===== src/rtl/spi_dac_ctrl.sv =====
// spi_dac_ctrl: SPI master for serial DACs.
//
// Takes one DATA_W-bit sample per valid/ready handshake and shifts it out on
// mosi/sclk while cs is held low. The data is driven on the trailing sclk edge
// and sampled by the DAC on the leading edge. Clock polarity, bit order, sclk
// rate and the cs gap between frames are all parameters.
//
// Optional feature macro: SPI_DAC_CTRL_LDAC_EN adds an ldac_n strobe, low for
// one half-period right after cs rises, with done moved to its end.
//
// Ports:
//   clk       system clock
//   reset     asynchronous, active-high
//   in_valid  sample offered
//   in_data   sample (DATA_W bits)
//   in_ready  high only while idle
//   busy      ~in_ready
//   done      one-clk pulse at frame completion
//   mosi      serial data (registered)
//   sclk      serial clock (registered)
//   cs        chip select, active low (registered)
//   ldac_n    DAC load strobe, active low (only with SPI_DAC_CTRL_LDAC_EN)
module spi_dac_ctrl #(
  parameter int unsigned DATA_W    = 8,
  parameter int unsigned DIV       = 50,
  parameter logic        CPOL      = 1'b0,
  parameter logic        MSB_FIRST = 1'b1,
  parameter int unsigned CS_GAP    = 2
) (
  input  logic              clk,
  input  logic              reset,
  input  logic              in_valid,
  input  logic [DATA_W-1:0] in_data,
  output logic              in_ready,
  output logic              busy,
  output logic              done,
  output logic              mosi,
  output logic              sclk,
`ifdef SPI_DAC_CTRL_LDAC_EN
  output logic              ldac_n,
`endif
  output logic              cs
);

  localparam int unsigned DivW = $clog2(DIV);
  localparam int unsigned CntW = $clog2(DATA_W + 1);
  localparam int unsigned GapW = (CS_GAP > 1) ? $clog2(CS_GAP) : 1;

  localparam logic [DivW-1:0] DivMax  = DivW'(DIV - 1);
  localparam logic [CntW-1:0] CntInit = CntW'(DATA_W);
  localparam logic [GapW-1:0] GapLast = GapW'((CS_GAP > 0) ? (CS_GAP - 1) : 0);

  localparam logic [2:0] StIdle  = 3'd0;
  localparam logic [2:0] StSetup = 3'd1;
  localparam logic [2:0] StShift = 3'd2;
  localparam logic [2:0] StHold  = 3'd3;
  localparam logic [2:0] StGap   = 3'd4;
`ifdef SPI_DAC_CTRL_LDAC_EN
  localparam logic [2:0] StLdac  = 3'd5;
`endif

  logic [2:0]        state_q, state_d;
  logic [DivW-1:0]   div_q, div_d;
  logic [CntW-1:0]   cnt_q, cnt_d;
  logic [GapW-1:0]   gap_q, gap_d;
  logic [DATA_W-1:0] shreg_q, shreg_d;
  logic              cs_q, cs_d;
  logic              sclk_q, sclk_d;
  logic              mosi_q, mosi_d;
  logic              done_q, done_d;
`ifdef SPI_DAC_CTRL_LDAC_EN
  logic              ldac_q, ldac_d;
`endif

  logic              tick;
  logic              gap_exit;
  logic              first_bit;
  logic              next_bit;
  logic [DATA_W-1:0] shifted;

  assign tick = (div_q == DivMax);

  always_comb begin
    first_bit = MSB_FIRST ? in_data[DATA_W-1] : in_data[0];
    shifted   = MSB_FIRST ? (shreg_q << 1) : (shreg_q >> 1);
    next_bit  = MSB_FIRST ? shifted[DATA_W-1] : shifted[0];
  end

  always_comb begin
    state_d  = state_q;
    div_d    = tick ? '0 : div_q + DivW'(1);
    cnt_d    = cnt_q;
    gap_d    = gap_q;
    shreg_d  = shreg_q;
    cs_d     = cs_q;
    sclk_d   = sclk_q;
    mosi_d   = mosi_q;
    done_d   = 1'b0;
    gap_exit = 1'b0;
`ifdef SPI_DAC_CTRL_LDAC_EN
    ldac_d   = ldac_q;
`endif

    case (state_q)
      StIdle: begin
        div_d = '0;
      end
      // The setup tick is also the first leading sclk edge.
      StSetup: begin
        if (tick) begin
          sclk_d  = ~CPOL;
          cnt_d   = cnt_q - CntW'(1);
          state_d = StShift;
        end
      end
      StShift: begin
        if (tick) begin
          if (sclk_q == CPOL) begin
            sclk_d = ~CPOL;
            cnt_d  = cnt_q - CntW'(1);
          end else begin
            sclk_d = CPOL;
            if (cnt_q != '0) begin
              shreg_d = shifted;
              mosi_d  = next_bit;
            end else begin
              state_d = StHold;
            end
          end
        end
      end
      StHold: begin
        if (tick) begin
          cs_d    = 1'b1;
          mosi_d  = 1'b0;
`ifdef SPI_DAC_CTRL_LDAC_EN
          ldac_d  = 1'b0;
          state_d = StLdac;
`else
          done_d  = 1'b1;
          gap_d   = '0;
          state_d = StGap;
`endif
        end
      end
`ifdef SPI_DAC_CTRL_LDAC_EN
      StLdac: begin
        if (tick) begin
          ldac_d  = 1'b1;
          done_d  = 1'b1;
          gap_d   = '0;
          state_d = StGap;
        end
      end
`endif
      StGap: begin
        if (CS_GAP == 0) begin
          gap_exit = 1'b1;
        end else if (tick) begin
          if (gap_q == GapLast) gap_exit = 1'b1;
          else                  gap_d    = gap_q + GapW'(1);
        end
        if (gap_exit) state_d = StIdle;
      end
      default: state_d = StIdle;
    endcase

    // A sample held on in_valid is taken on the edge that ends the gap, so
    // back-to-back frames see no extra idle cycle.
    if (in_valid && ((state_q == StIdle) || gap_exit)) begin
      shreg_d = in_data;
      cs_d    = 1'b0;
      mosi_d  = first_bit;
      cnt_d   = CntInit;
      state_d = StSetup;
    end

    // Every phase starts on a fresh half-period.
    if (state_d != state_q) div_d = '0;
  end

  always_ff @(posedge clk or posedge reset) begin
    if (reset) begin
      state_q <= StIdle;
      div_q   <= '0;
      cnt_q   <= '0;
      gap_q   <= '0;
      shreg_q <= '0;
      cs_q    <= 1'b1;
      sclk_q  <= CPOL;
      mosi_q  <= 1'b0;
      done_q  <= 1'b0;
`ifdef SPI_DAC_CTRL_LDAC_EN
      ldac_q  <= 1'b1;
`endif
    end else begin
      state_q <= state_d;
      div_q   <= div_d;
      cnt_q   <= cnt_d;
      gap_q   <= gap_d;
      shreg_q <= shreg_d;
      cs_q    <= cs_d;
      sclk_q  <= sclk_d;
      mosi_q  <= mosi_d;
      done_q  <= done_d;
`ifdef SPI_DAC_CTRL_LDAC_EN
      ldac_q  <= ldac_d;
`endif
    end
  end

  assign in_ready = (state_q == StIdle);
  assign busy     = ~in_ready;
  assign done     = done_q;
  assign mosi     = mosi_q;
  assign sclk     = sclk_q;
  assign cs       = cs_q;
`ifdef SPI_DAC_CTRL_LDAC_EN
  assign ldac_n   = ldac_q;
`endif

endmodule


===== config.mk =====
export PLATFORM = sky130hd
export DESIGN_NAME = spi_dac_ctrl
export DESIGN_NICKNAME = d
export VERILOG_FILES = /design/src/rtl/spi_dac_ctrl.sv
export SDC_FILE = /design/constraint.sdc
export NUM_CORES = 1
export LEC_CHECK = 0
export CORE_MARGIN = 4
export CORE_UTILIZATION = 40
export CTS_BUF_LIST = sky130_fd_sc_hd__clkbuf_4 sky130_fd_sc_hd__clkbuf_8 sky130_fd_sc_hd__clkbuf_16
export DETAILED_ROUTE_END_ITERATION = 8
export GPL_ROUTABILITY_DRIVEN = 0
export PLACE_DENSITY = 0.68
export REMOVE_ABC_BUFFERS = 1
export SYNTH_ARGS = -nofsm -noshare
export SYNTH_HDL_FRONTEND = slang
export SYNTH_SLANG_ARGS = --single-unit

===== constraint.sdc =====
create_clock -name clk -period 2.1 [get_ports clk]
set_input_delay 0.42 -clock clk [delete_from_list [all_inputs] [get_ports clk]]
set_output_delay 0.42 -clock clk [all_outputs]
set_load 0.005 [all_outputs]

==> reports/qor.tcl, run 1 <==
set qor(result_of_the_run) {finished, final reports clean}
set qor(synth.mux.area_fraction_pct) 0
set qor(synth_xor_xnor_area_share_pct) 3.286
set qor(cts_inserted_buffers) 3
set qor(die-height_um) 65.72
set qor(mostFrequentLayoutCell) {dfrtp_1}
set qor(synth_async_sr_flop_share_pct) 100.0
set qor(timing.final.hold_violations) 0
set qor(power.ir.vdd_worst_mv) 0.2685
set qor(antennaDiodeCount) 0
set qor(num-nets-final) 172
set qor(synthesis.instances) 133
set qor(tritoncts_num_sinks) 25
set qor(post_synthesis_instance_area_um2) 1333
set qor(worstSetupPathType) {reg2out}
set qor(dp_slack_ns) 0.03867
set qor(cap_viol_max_count) 0
set qor(synth.avg_cell_area_um2) 10.02
set qor(drive_above_1_share_pct) 17.95
set qor(timing.fmax_mhz) 496.4
set qor(worst_slack_ns) 0.08544
set qor(fp.dieArea_um2) 4318
set qor(dr.first_iter.drc_count) 46
set qor(fin_crit_sh_pct) 95.93
set qor(rrSetupSlack_ns) 0.17
set qor(hpwlAfterDp_mm) 2.153
set qor(setup.worst_path.start_class) {register}
set qor(main_combinational_cell_family_by_area_after_synthesis) {simple AND/OR/NAND/NOR gates}
set qor(vias) 1103
set qor(yosysWarningCount) 0
set qor(dominant_cells_by_area_after_synthesis) {dfrtp_1 45%, o221a_2 5.9%, nor2_1 4.2%}
set qor(wire_length_of_the_first_global_routing_pass_mm) 5.092
set qor(synthDominantAreaCellType) {dfrtp_1}
set qor(most_frequent_cells_in_the_layout) {24 x dfrtp_1, 15 x nor2_1, 15 x clkdlybuf4s50_1, 10 x buf_4, 9 x inv_1}
set qor(synth_simple_gate_area_share_pct) 22.82
set qor(required_time_at_the_endpoint_of_the_critical_path_ns) 1.68
set qor(final_area_um2) 1633
set qor(drt-wirelength-per-cell_um) 14.86
set qor(timing.setup.tns_ns) 0
set qor(grt_start_max_net_pins) 26
set qor(synth.distinct_cells) 41
set qor(timing.critical_path.fanout_max) 3
set qor(p_per_area_nw_per_um2) 450.9
set qor(viasPerCell) 5.515
set qor(tritoncts) {done}
set qor(crit-reg2reg-launch) {state_q[1]$_DFF_PP0_}
set qor(route.detailed.drc) 0
set qor(ys_seq_area_share_pct) 47.04
set qor(nFillCells) 302
set qor(detailed_place.area_um2) 1578
set qor(cts.htree.levels) 1
set qor(synth_compound_gate_area_share_pct) 18.31
set qor(synth_edf_count) 0
set qor(cp_data_arrival_time_ns) 1.59
set qor(quantity_of_i_o_buffers_inserted_on_ports) 16
set qor(initial_utilization_pct) 42.60
set qor(antenna_found_initial) 0
set qor(worstSkewPairLatency_ns) 0.32
set qor(drt_pass1_iterations) 5
set qor(finalCriticalPeriod_ns) 2.015
set qor(area_growth_pct) 22.54
set qor(globalRoute.totalOverflow) 0
set qor(wirelength_mm) 2.972
set qor(total_leakage_power_nw) 0.6945
set qor(cp-end-kind) {output pin}
set qor(ff2ff_path_depth) 6
set qor(standard_cell_rows) 20
set qor(worst_pin_slew_ns) 0.5032
set qor(floorplan.core_area_um2) 3128
set qor(synth_top_area_share_pct) 45.07
set qor(floorplan.io_pins) 17
set qor(clk_path_buf_depth) 2
set qor(track_usage_pct) 15.30
set qor(synth_fa_ha_area_share_pct) 3.756
set qor(slew_viol_final) 0
set qor(clk_transition_reported_paths_ns) 0.13
set qor(finalSetupViolCount) 0
set qor(slew_headroom_pct) 66.38
set qor(root_buffer) {clkbuf_4}
set qor(ant_nets) 0
set qor(synth_flop_cell) {dfrtp_1}
set qor(rsz0062_at_grt) {false}
set qor(yosys_register_bits) 25
set qor(r2r_end) {shreg_q[6]$_DFFE_PP0P_}
set qor(dieWidth_um) 65.72
set qor(grt_pass1_vias) 1127
set qor(worst_hold_path_class) {in2async}
set qor(timing.clock.skew_ns) 0.01187
## worst max path at each step
stage / startpoint / endpoint / slack (ns) / cells after the start
2_1_floorplan: div_q[1]$_DFF_PP0_ / shreg_q[1]$_DFFE_PP0P_ / 0.12 / 5
3_3_place_gp: in_valid / shreg_q[1]$_DFFE_PP0P_ / 0.07 / 5
3_5_place_dp: in_valid / shreg_q[3]$_DFFE_PP0P_ / 0.04 / 5
4_1_cts: state_q[1]$_DFF_PP0_ / busy / 0.08 / 2
5_1_grt: state_q[1]$_DFF_PP0_ / busy / 0.03 / 2
6_report: state_q[1]$_DFF_PP0_ / busy / 0.09 / 2
## flip-flops by register name (all words and copies together) (netlist names)
| register | cells |
|---|---|
| shreg_q | 7 |
| div_q | 6 |
| cnt_q | 4 |
| state_q | 3 |
| cs | 1 |
| done | 1 |
| gap_q | 1 |
| mosi | 1 |
| sclk | 1 |
## kinds of logic (layout without fill, tap and decap cells)
family,after synthesis,after routing
flops,25,25
xor+xnor,5,5
simple gates,53,53
compound gates,30,30
fa+ha+maj,4,4
buf+inv,16,39
## metal layers
layer  global-route usage [%]  vias up  routed length, µm
li1                         -      519                  -
met1                    18.20      545               1303
met2                    25.78       28               1466
met3                    3.590       11                121
met4                    7.254        0                 80
met5                        0        -                  0
## through the flow
stage,hold WS (ns),utilization [%],power (W),std cells
floorplan,0.4466,-,0.0004998,126
global placement,0.4818,50.44,0.0005214,194
detailed placement,0.4858,50.44,0.0005223,194
CTS,0.4314,52.00,0.0007469,200
global route,0.4365,52.20,0.0007690,200
finish,0.4231,52.20,0.0007362,200
## cell type report
class | count | area, µm² | share of cell area, %
flip-flops and latches | 25 | 626.9 | 38.39
multi-input cells | 92 | 653.1 | 40.00
repair buffers | 26 | 234.0 | 14.33
well taps | 44 | 55.05 | 3.372
clock buffers | 4 | 30.03 | 1.839
inverters | 9 | 33.78 | 2.069
## synth_stat cells (all sizes together), types with 2 or more instances
cell type	count
a21oi	5
and2	3
buf	3
clkbuf	4
dfrtp	24
ha	4
inv	9
nand2	4
nand2b	2
nand3	3
nand3b	7
nor2	15
nor3	4
nor3b	2
o21a	2
o21ai	5
o221a	7
o31a	2
or2	2
or3	2
or3b	2
or4	2
xnor2	3
xor2	2
## power breakdown
| part | switching, W | internal (W) |
|---|---|---|
| combinational | 0.0000116 | 0.0000195 |
| sequential | 0 | 0.000481 |
| clock | 0.000137 | 0.0000872 |
| total | 0.000148 | 0.000588 |
## repair_timing
item / 4_1_cts / 5_1_grt
setup endpoints to repair: 2 / 1
hold buffers: 0 / 0
resized for setup: 2 / 1
setup buffers: 2 / 0
## worst max-delay path, stage by stage (launching register included)
cell	delay, ns
dfrtp_1	0.42
or3_4	0.41
clkdlybuf4s50_1	0.45
(Power assumes the default switching activity.)
==> inputs of run 2 (changes only) <==
--- a/config.mk
+++ b/config.mk
@@ -5,6 +5,7 @@
 export SDC_FILE = /design/constraint.sdc
 export NUM_CORES = 1
 export LEC_CHECK = 0
+export CAP_MARGIN = 20
 export CORE_MARGIN = 4
 export CORE_UTILIZATION = 40
 export CTS_BUF_LIST = sky130_fd_sc_hd__clkbuf_4 sky130_fd_sc_hd__clkbuf_8 sky130_fd_sc_hd__clkbuf_16
==> results of run 2 <==
Final layout, timing and power as in run 1 (identical DEF).
==> inputs of run 3 (changes only) <==
--- a/config.mk
+++ b/config.mk
@@ -5,6 +5,7 @@
 export SDC_FILE = /design/constraint.sdc
 export NUM_CORES = 1
 export LEC_CHECK = 0
+export ABC_CLOCK_PERIOD_IN_PS = 2100
 export CAP_MARGIN = 20
 export CORE_MARGIN = 4
 export CORE_UTILIZATION = 40
==> results of run 3 <==
Final layout, timing and power as in run 1 (identical DEF).
